### config.mk
export PLATFORM = sky130hd
export DESIGN_NAME = branch_pc_unit_flat
export DESIGN_NICKNAME = d
export VERILOG_FILES = /design/src/rtl/branch_pc_unit_if.sv /design/src/rtl/branch_pc_unit.sv /design/src/flat_wrapper.sv
export SDC_FILE = /design/constraint.sdc
export NUM_CORES = 1
export LEC_CHECK = 0
export ABC_AREA = 1
export CAP_MARGIN = 20
export CORE_MARGIN = 2
export CORE_UTILIZATION = 46
export CTS_CLUSTER_DIAMETER = 100
export DETAILED_ROUTE_END_ITERATION = 8
export PLACE_DENSITY = 0.76
export SETUP_SLACK_MARGIN = 0.15
export SLEW_MARGIN = 20
export SYNTH_ARGS = -nofsm -noshare
export SYNTH_HDL_FRONTEND = slang
export SYNTH_SLANG_ARGS = --single-unit
### constraint.sdc
create_clock -name clk -period 3.02 [get_ports clk]
set_input_delay 0.906 -clock clk [delete_from_list [all_inputs] [get_ports clk]]
set_output_delay 0.906 -clock clk [all_outputs]
set_load 0.005 [all_outputs]
### src/rtl/branch_pc_unit_if.sv
`default_nettype none
// ============================================================================
//  Module   : branch_pc_unit_if
//  Purpose  : Bundles the ID-stage branch/jump request and the next-PC
//             results exchanged with branch_pc_unit.
//  Modports : master - ID-stage side; drives the request, observes results.
//             slave  - branch_pc_unit side; consumes the request, drives
//                      pc/taken/flush/link/taken_cnt.
//  Revision : 1.0 - initial release
// ============================================================================
interface branch_pc_unit_if #(
   parameter int WIDTH = 32,
   parameter int CNT_W = 16
);
   logic             stall;
   logic             br_valid;
   logic [5:0]       opcode;
   logic [4:0]       rt_field;
   logic [5:0]       funct;
   logic [WIDTH-1:0] br_pc;
   logic [WIDTH-1:0] rs_data;
   logic [WIDTH-1:0] rt_data;
   logic [15:0]      imm16;
   logic [25:0]      target26;
   logic [WIDTH-1:0] pc;
   logic             taken;
   logic             flush;
   logic             link_we;
   logic [WIDTH-1:0] link_addr;
   logic [CNT_W-1:0] taken_cnt;

   modport master (
      output stall, br_valid, opcode, rt_field, funct, br_pc,
             rs_data, rt_data, imm16, target26,
      input  pc, taken, flush, link_we, link_addr, taken_cnt
   );

   modport slave (
      input  stall, br_valid, opcode, rt_field, funct, br_pc,
             rs_data, rt_data, imm16, target26,
      output pc, taken, flush, link_we, link_addr, taken_cnt
   );
endinterface
`default_nettype wire

### src/rtl/branch_pc_unit.sv
`default_nettype none
// ============================================================================
//  Module   : branch_pc_unit
//  Purpose  : Next-PC generator for the MIPS core. Owns the fetch PC,
//             resolves beq/bne/blez/bgtz, REGIMM bltz/bgez/bltzal/bgezal,
//             j/jal and jr/jalr internally, buffers a redirect that arrives
//             while fetch is stalled, and counts applied redirects.
//  Ports    : clk   - rising-edge clock
//             rst_n - asynchronous active-low reset
//             bus   - branch_pc_unit_if.slave (request in, pc/taken/flush/
//                     link_we/link_addr/taken_cnt out)
//  Revision : 1.0 - initial release
// ============================================================================
module branch_pc_unit #(
   parameter int          WIDTH      = 32,
   parameter logic [31:0] RESET_PC   = 32'h0000_3000,
   parameter bit          DELAY_SLOT = 1'b1,
   parameter int          CNT_W      = 16
) (
   input  wire logic        clk,
   input  wire logic        rst_n,
   branch_pc_unit_if.slave  bus
);

   localparam logic [5:0] OP_SPECIAL = 6'b000000;
   localparam logic [5:0] OP_REGIMM  = 6'b000001;
   localparam logic [5:0] OP_J       = 6'b000010;
   localparam logic [5:0] OP_JAL     = 6'b000011;
   localparam logic [5:0] OP_BEQ     = 6'b000100;
   localparam logic [5:0] OP_BNE     = 6'b000101;
   localparam logic [5:0] OP_BLEZ    = 6'b000110;
   localparam logic [5:0] OP_BGTZ    = 6'b000111;
   localparam logic [5:0] FN_JR      = 6'b001000;
   localparam logic [5:0] FN_JALR    = 6'b001001;
   localparam logic [4:0] RI_BLTZ    = 5'b00000;
   localparam logic [4:0] RI_BGEZ    = 5'b00001;
   localparam logic [4:0] RI_BLTZAL  = 5'b10000;
   localparam logic [4:0] RI_BGEZAL  = 5'b10001;

   localparam logic [WIDTH-1:0] PC_RESET = WIDTH'(RESET_PC);
   localparam logic [WIDTH-1:0] PC_STEP  = WIDTH'(4);
   localparam logic [WIDTH-1:0] LINK_OFF = DELAY_SLOT ? WIDTH'(8) : WIDTH'(4);

   typedef enum logic [0:0] {
      S_IDLE    = 1'b0,
      S_PENDING = 1'b1
   } state_t;

   state_t           r_state;
   logic [WIDTH-1:0] r_pc;
   logic [WIDTH-1:0] r_pend_target;
   logic             r_flush;
   logic [CNT_W-1:0] r_taken_cnt;

   logic [WIDTH-1:0] w_pc4;
   logic [WIDTH-1:0] w_br_off;
   logic [WIDTH-1:0] w_br_target;
   logic [WIDTH-1:0] w_j_target;
   logic [WIDTH-1:0] w_target;
   logic             w_cond;
   logic             w_link;
   logic             w_taken;
   logic             w_rs_neg;
   logic             w_rs_zero;
   logic [CNT_W-1:0] w_cnt_next;

   // Signed tests on rs reduce to its sign bit and a zero detect.
   assign w_rs_neg    = bus.rs_data[WIDTH-1];
   assign w_rs_zero   = (bus.rs_data == '0);

   assign w_pc4       = bus.br_pc + PC_STEP;
   assign w_br_off    = {{(WIDTH-18){bus.imm16[15]}}, bus.imm16, 2'b00};
   assign w_br_target = w_pc4 + w_br_off;
   assign w_j_target  = {w_pc4[WIDTH-1:28], bus.target26, 2'b00};

   always_comb begin
      w_cond   = 1'b0;
      w_link   = 1'b0;
      w_target = w_br_target;
      case (bus.opcode)
         OP_SPECIAL: begin
            w_target = bus.rs_data;
            if (bus.funct == FN_JR) begin
               w_cond = 1'b1;
            end else if (bus.funct == FN_JALR) begin
               w_cond = 1'b1;
               w_link = 1'b1;
            end
         end
         OP_REGIMM: begin
            case (bus.rt_field)
               RI_BLTZ:   w_cond = w_rs_neg;
               RI_BGEZ:   w_cond = ~w_rs_neg;
               RI_BLTZAL: begin
                  w_cond = w_rs_neg;
                  w_link = 1'b1;
               end
               RI_BGEZAL: begin
                  w_cond = ~w_rs_neg;
                  w_link = 1'b1;
               end
               default:   w_cond = 1'b0;
            endcase
         end
         OP_J: begin
            w_cond   = 1'b1;
            w_target = w_j_target;
         end
         OP_JAL: begin
            w_cond   = 1'b1;
            w_link   = 1'b1;
            w_target = w_j_target;
         end
         OP_BEQ:  w_cond = (bus.rs_data == bus.rt_data);
         OP_BNE:  w_cond = (bus.rs_data != bus.rt_data);
         OP_BLEZ: w_cond = w_rs_neg | w_rs_zero;
         OP_BGTZ: w_cond = ~w_rs_neg & ~w_rs_zero;
         default: w_cond = 1'b0;
      endcase
   end

   // While a redirect is pending, the stalled ID instruction is the one
   // already captured, so its request must not be resolved a second time.
   assign w_taken    = (r_state == S_IDLE) && bus.br_valid && w_cond;

   assign w_cnt_next = (&r_taken_cnt) ? r_taken_cnt : r_taken_cnt + CNT_W'(1);

   always_ff @(posedge clk or negedge rst_n) begin
      if (!rst_n) begin
         r_state       <= S_IDLE;
         r_pc          <= PC_RESET;
         r_pend_target <= '0;
         r_flush       <= 1'b0;
         r_taken_cnt   <= '0;
      end else begin
         r_flush <= 1'b0;
         case (r_state)
            S_IDLE: begin
               if (!bus.stall) begin
                  if (w_taken) begin
                     r_pc        <= w_target;
                     r_taken_cnt <= w_cnt_next;
                     r_flush     <= !DELAY_SLOT;
                  end else begin
                     r_pc <= r_pc + PC_STEP;
                  end
               end else if (w_taken) begin
                  r_pend_target <= w_target;
                  r_state       <= S_PENDING;
               end
            end
            S_PENDING: begin
               if (!bus.stall) begin
                  r_pc        <= r_pend_target;
                  r_taken_cnt <= w_cnt_next;
                  r_flush     <= !DELAY_SLOT;
                  r_state     <= S_IDLE;
               end
            end
            default: r_state <= S_IDLE;
         endcase
      end
   end

   assign bus.pc        = r_pc;
   assign bus.taken     = w_taken;
   assign bus.flush     = r_flush;
   assign bus.link_we   = bus.br_valid && w_link;
   assign bus.link_addr = bus.br_pc + LINK_OFF;
   assign bus.taken_cnt = r_taken_cnt;

endmodule
`default_nettype wire

### src/flat_wrapper.sv
// flat-port wrapper written by rule: the top's interface ports become plain ports
module branch_pc_unit_flat 
#(
   parameter int          WIDTH      = 32,
   parameter logic [31:0] RESET_PC   = 32'h0000_3000,
   parameter bit          DELAY_SLOT = 1'b1,
   parameter int          CNT_W      = 16
)
  (clk, rst_n, bus_stall, bus_br_valid, bus_opcode, bus_rt_field, bus_funct, bus_br_pc, bus_rs_data, bus_rt_data, bus_imm16, bus_target26, bus_pc, bus_taken, bus_flush, bus_link_we, bus_link_addr, bus_taken_cnt);
  branch_pc_unit_if #(.WIDTH(WIDTH), .CNT_W(CNT_W)) bus_i ();
  input  wire logic clk;
  input  wire logic rst_n;
  input wire logic [$bits(bus_i.stall)-1:0] bus_stall;
  input wire logic [$bits(bus_i.br_valid)-1:0] bus_br_valid;
  input wire logic [$bits(bus_i.opcode)-1:0] bus_opcode;
  input wire logic [$bits(bus_i.rt_field)-1:0] bus_rt_field;
  input wire logic [$bits(bus_i.funct)-1:0] bus_funct;
  input wire logic [$bits(bus_i.br_pc)-1:0] bus_br_pc;
  input wire logic [$bits(bus_i.rs_data)-1:0] bus_rs_data;
  input wire logic [$bits(bus_i.rt_data)-1:0] bus_rt_data;
  input wire logic [$bits(bus_i.imm16)-1:0] bus_imm16;
  input wire logic [$bits(bus_i.target26)-1:0] bus_target26;
  output wire logic [$bits(bus_i.pc)-1:0] bus_pc;
  output wire logic [$bits(bus_i.taken)-1:0] bus_taken;
  output wire logic [$bits(bus_i.flush)-1:0] bus_flush;
  output wire logic [$bits(bus_i.link_we)-1:0] bus_link_we;
  output wire logic [$bits(bus_i.link_addr)-1:0] bus_link_addr;
  output wire logic [$bits(bus_i.taken_cnt)-1:0] bus_taken_cnt;
  assign bus_i.stall = bus_stall;
  assign bus_i.br_valid = bus_br_valid;
  assign bus_i.opcode = bus_opcode;
  assign bus_i.rt_field = bus_rt_field;
  assign bus_i.funct = bus_funct;
  assign bus_i.br_pc = bus_br_pc;
  assign bus_i.rs_data = bus_rs_data;
  assign bus_i.rt_data = bus_rt_data;
  assign bus_i.imm16 = bus_imm16;
  assign bus_i.target26 = bus_target26;
  assign bus_pc = bus_i.pc;
  assign bus_taken = bus_i.taken;
  assign bus_flush = bus_i.flush;
  assign bus_link_we = bus_i.link_we;
  assign bus_link_addr = bus_i.link_addr;
  assign bus_taken_cnt = bus_i.taken_cnt;
  branch_pc_unit #(.WIDTH(WIDTH), .RESET_PC(RESET_PC), .DELAY_SLOT(DELAY_SLOT), .CNT_W(CNT_W)) u_core (.clk(clk), .rst_n(rst_n), .bus(bus_i));
endmodule
==> flow_summary.yaml <==
setup_path:
  crit_path_end_kind: "output port"
  reg2reg_slack_ns: 0.70
  worstRegToRegCells: 12
  r2r_end: "u_core.bus.pc[30]"
  r2r_start: "u_core.bus.pc[3]"
  start_kind: "input port"
  cp.arrival_ns: 2.91
  required_ns: 2.11
  cp_max_fo: 4
  criticalPathCategory: "input port to output port"
global_routing:
  overflow: 0
  busiest_layer: "met2"
  grt_use_met2_pct: 66.2
  grt_max_degree: 54
  grt_pass1_vias: 12800
  antenna_found_initial: 2
  grt_pass1_wl_um: 66400
  use_met1_pct: 47.1
  grt_util_met3_pct: 6.03
  grt_use_total_pct: 38.9
final_layout:
  layout-area-overhead-vs-synth_pct: 92.7
  design_area_sq_mm: 0.0180
  nets: 2300
  drive_gt1_share_pct: 47.2
  most-common-layout-cells: "nand2_1 (357), buf_4 (266), inv_1 (137)"
  final_common_cell: "nand2_1"
  final_util_pct: 89.7
  fill_cells: 934
  fin_cells: 2375
sta:
  relSlewSlack_pct: 32.3
  setup_viol: 102
  fin_skew_ns: 0.00864
  hold_slack_ns: 0.475
  timing.fmax_ghz: 0.262
  final_hold_viol_count: 0
  final_max_slew_viol_count: 0
  rsz0062_at_grt: "true"
  worst_pin_slew_ns: 1.00
  finalCritPeriodShare_pct: 126
  fin_ws_ns: -0.798
  tns_ns: -33.52
  finalCriticalPeriod_ns: 3.82
place:
  globalplace.congestion: 1.00
  io_buffers: 240
  place_inst: 2245
  post_dp_cell_area_sq_mm: 0.0141
  dp_slack_ns: -1.34
  hpwl_um: 31300
floorplan:
  coreArea_sq_mm: 0.0200
  die_w_um: 146
  die_h_um: 146
  rows: 52
  die_area_sq_mm: 0.0214
  start_util_pct: 46.5
  io_pins: 242
run:
  maxCapViolations: 0
logic_synthesis:
  synth_edf_count: 0
  yosys_register_bits: 81
  synth_largest_area_cell: "dfrtp_1"
  synth_cells: 1525
  synth_top_area_share_pct: 21.2
  synth_cell_type_count: 44
  avgSynthCellArea_sq_um: 6.11
  yosys-top-cells-area: "dfrtp_1 (21%), nand2_1 (20%), inv_1 (7.0%), nand3_1 (7.0%), xor2_1 (5.7%)"
  yosysWarningCount: 0
  synth_ff_type: "dfrtp_1"
  synthesis.area_sq_mm: 0.00932
  synth_fp_nets: 1725
  ys_seq_area_share_pct: 21.8
  async_flop_share_pct: 100
clocking:
  cts_sinks: 81
  clk_latency_ns: 0.34
  htree_levels: 3
  cts_root_buffer: "clkbuf_16"
  numCtsBuffers: 9
  tritoncts: "yes"
  cts_buffer_depth: 2
  path_clk_slew_ns: 0.06
hold_path:
  worstHoldPathType: "flop to flop"
  hold_end: "u_core.r_pend_target[12]"
  min-delay-start: "u_core.r_pend_target[12]"
  holdPathStages: 2
route:
  wl_um: 54600
  dr.first_iter.drc_count: 1541
  viasPerCell: 6.07
  vias: 14400
  drt_first_pass_iters: 6
  wl_per_cell_um: 23.0
  antenna_left: 0
  post-route-drc-count: 0
pwr:
  p_leak_nw: 8.70
  total_power_mw: 6.23
  p_per_area_mw_per_mm2: 347
  ir_drop_mv: 0.267
run_status:
  status: "finished, violations left"
  failed_checks: "negative setup slack"
cells in the mapped netlist (all sizes together), types with 22 or more instances:
cell type / number
nor2: 155
nand2: 506
buf: 27
dfrtp: 79
a21oi: 75
xor2: 61
o21ai: 54
ha: 40
a22oi: 22
xnor2: 50
nor3: 23
nand4: 34
inv: 181
nand3: 135
logic make-up after synthesis:
group | after synthesis | synth area share (%)
AOI/OAI and AO/OA | 166 | 9.89
xor gates and xnor gates | 111 | 10.4
DFF | 81 | 21.8
adders and majority gates | 41 | 5.58
muxes | 2 | 0.215
other | 1 | 0.0402
and+or+nand+nor | 896 | 42.2
buffers and inverters | 227 | 9.86
final cells by class:
| class | count | area (sq um) | area share, % |
|---|---|---|---|
| clock inverter | 6 | 93.8 | 0.522 |
| tap | 270 | 338 | 1.88 |
| sequential | 81 | 2030 | 11.3 |
| timing repair buffer | 609 | 5480 | 30.5 |
| clock buffer | 9 | 225 | 1.25 |
| inverter | 182 | 693 | 3.86 |
| antenna | 1 | 2.50 | 0.0139 |
| multi-input combinational | 1217 | 9110 | 50.7 |
how the worst max path moves through the flow:
stage	from	end	slack, ns	cells after the start
6_report	bus_rs_data[4]	bus_taken	-0.80	13
5_1_grt	bus_br_pc[3]	u_core.bus.pc[21]	-0.93	24
4_1_cts	bus_br_pc[3]	u_core.bus.pc[30]	-0.40	24
3_5_place_dp	bus_br_pc[2]	u_core.bus.pc[21]	-1.34	21
3_3_place_gp	bus_br_pc[2]	u_core.bus.pc[21]	-1.27	21
2_1_floorplan	bus_br_pc[4]	u_core.bus.pc[31]	-0.39	24
repair_timing:
action / in CTS / in global routing
buffers inserted: 79 / 35
gates resized for setup: 855 / 299
endpoints found under the setup margin: 114 / 110
pin swaps: 257 / 177
hold buffers: 0 / 0
power breakdown:
group	internal [mW]	switching [mW]
sequential	1.35	0.251
clock	0.724	0.459
combinational	1.63	1.82
total	3.70	2.53
sequential cells by signal (all words and copies together), names as in the netlist:
name,cells
u_core.bus.pc,32
u_core.bus.taken_cnt,16
u_core.r_pend_target,32
u_core.r_state,1
critical path, stage by stage:
cell,delay [ns]
dlygate4sd2_1,0.31
inv_1,0.21
nand2_1,0.15
nand2_1,0.13
nand2_1,0.08
nor2_1,0.13
nand2_1,0.11
nor2_4,0.20
nand3_1,0.21
nand4_4,0.21
nand2_4,0.09
inv_4,0.09
buf_6,0.10
per-layer routing:
layer  wire length, um  part of all wire [%]
met5                13                 0.024
met1             18200                    33
met4              5890                    11
met2             24100                    44
met3              6390                    12
No activity file was read; power rests on OpenSTA's default activity.
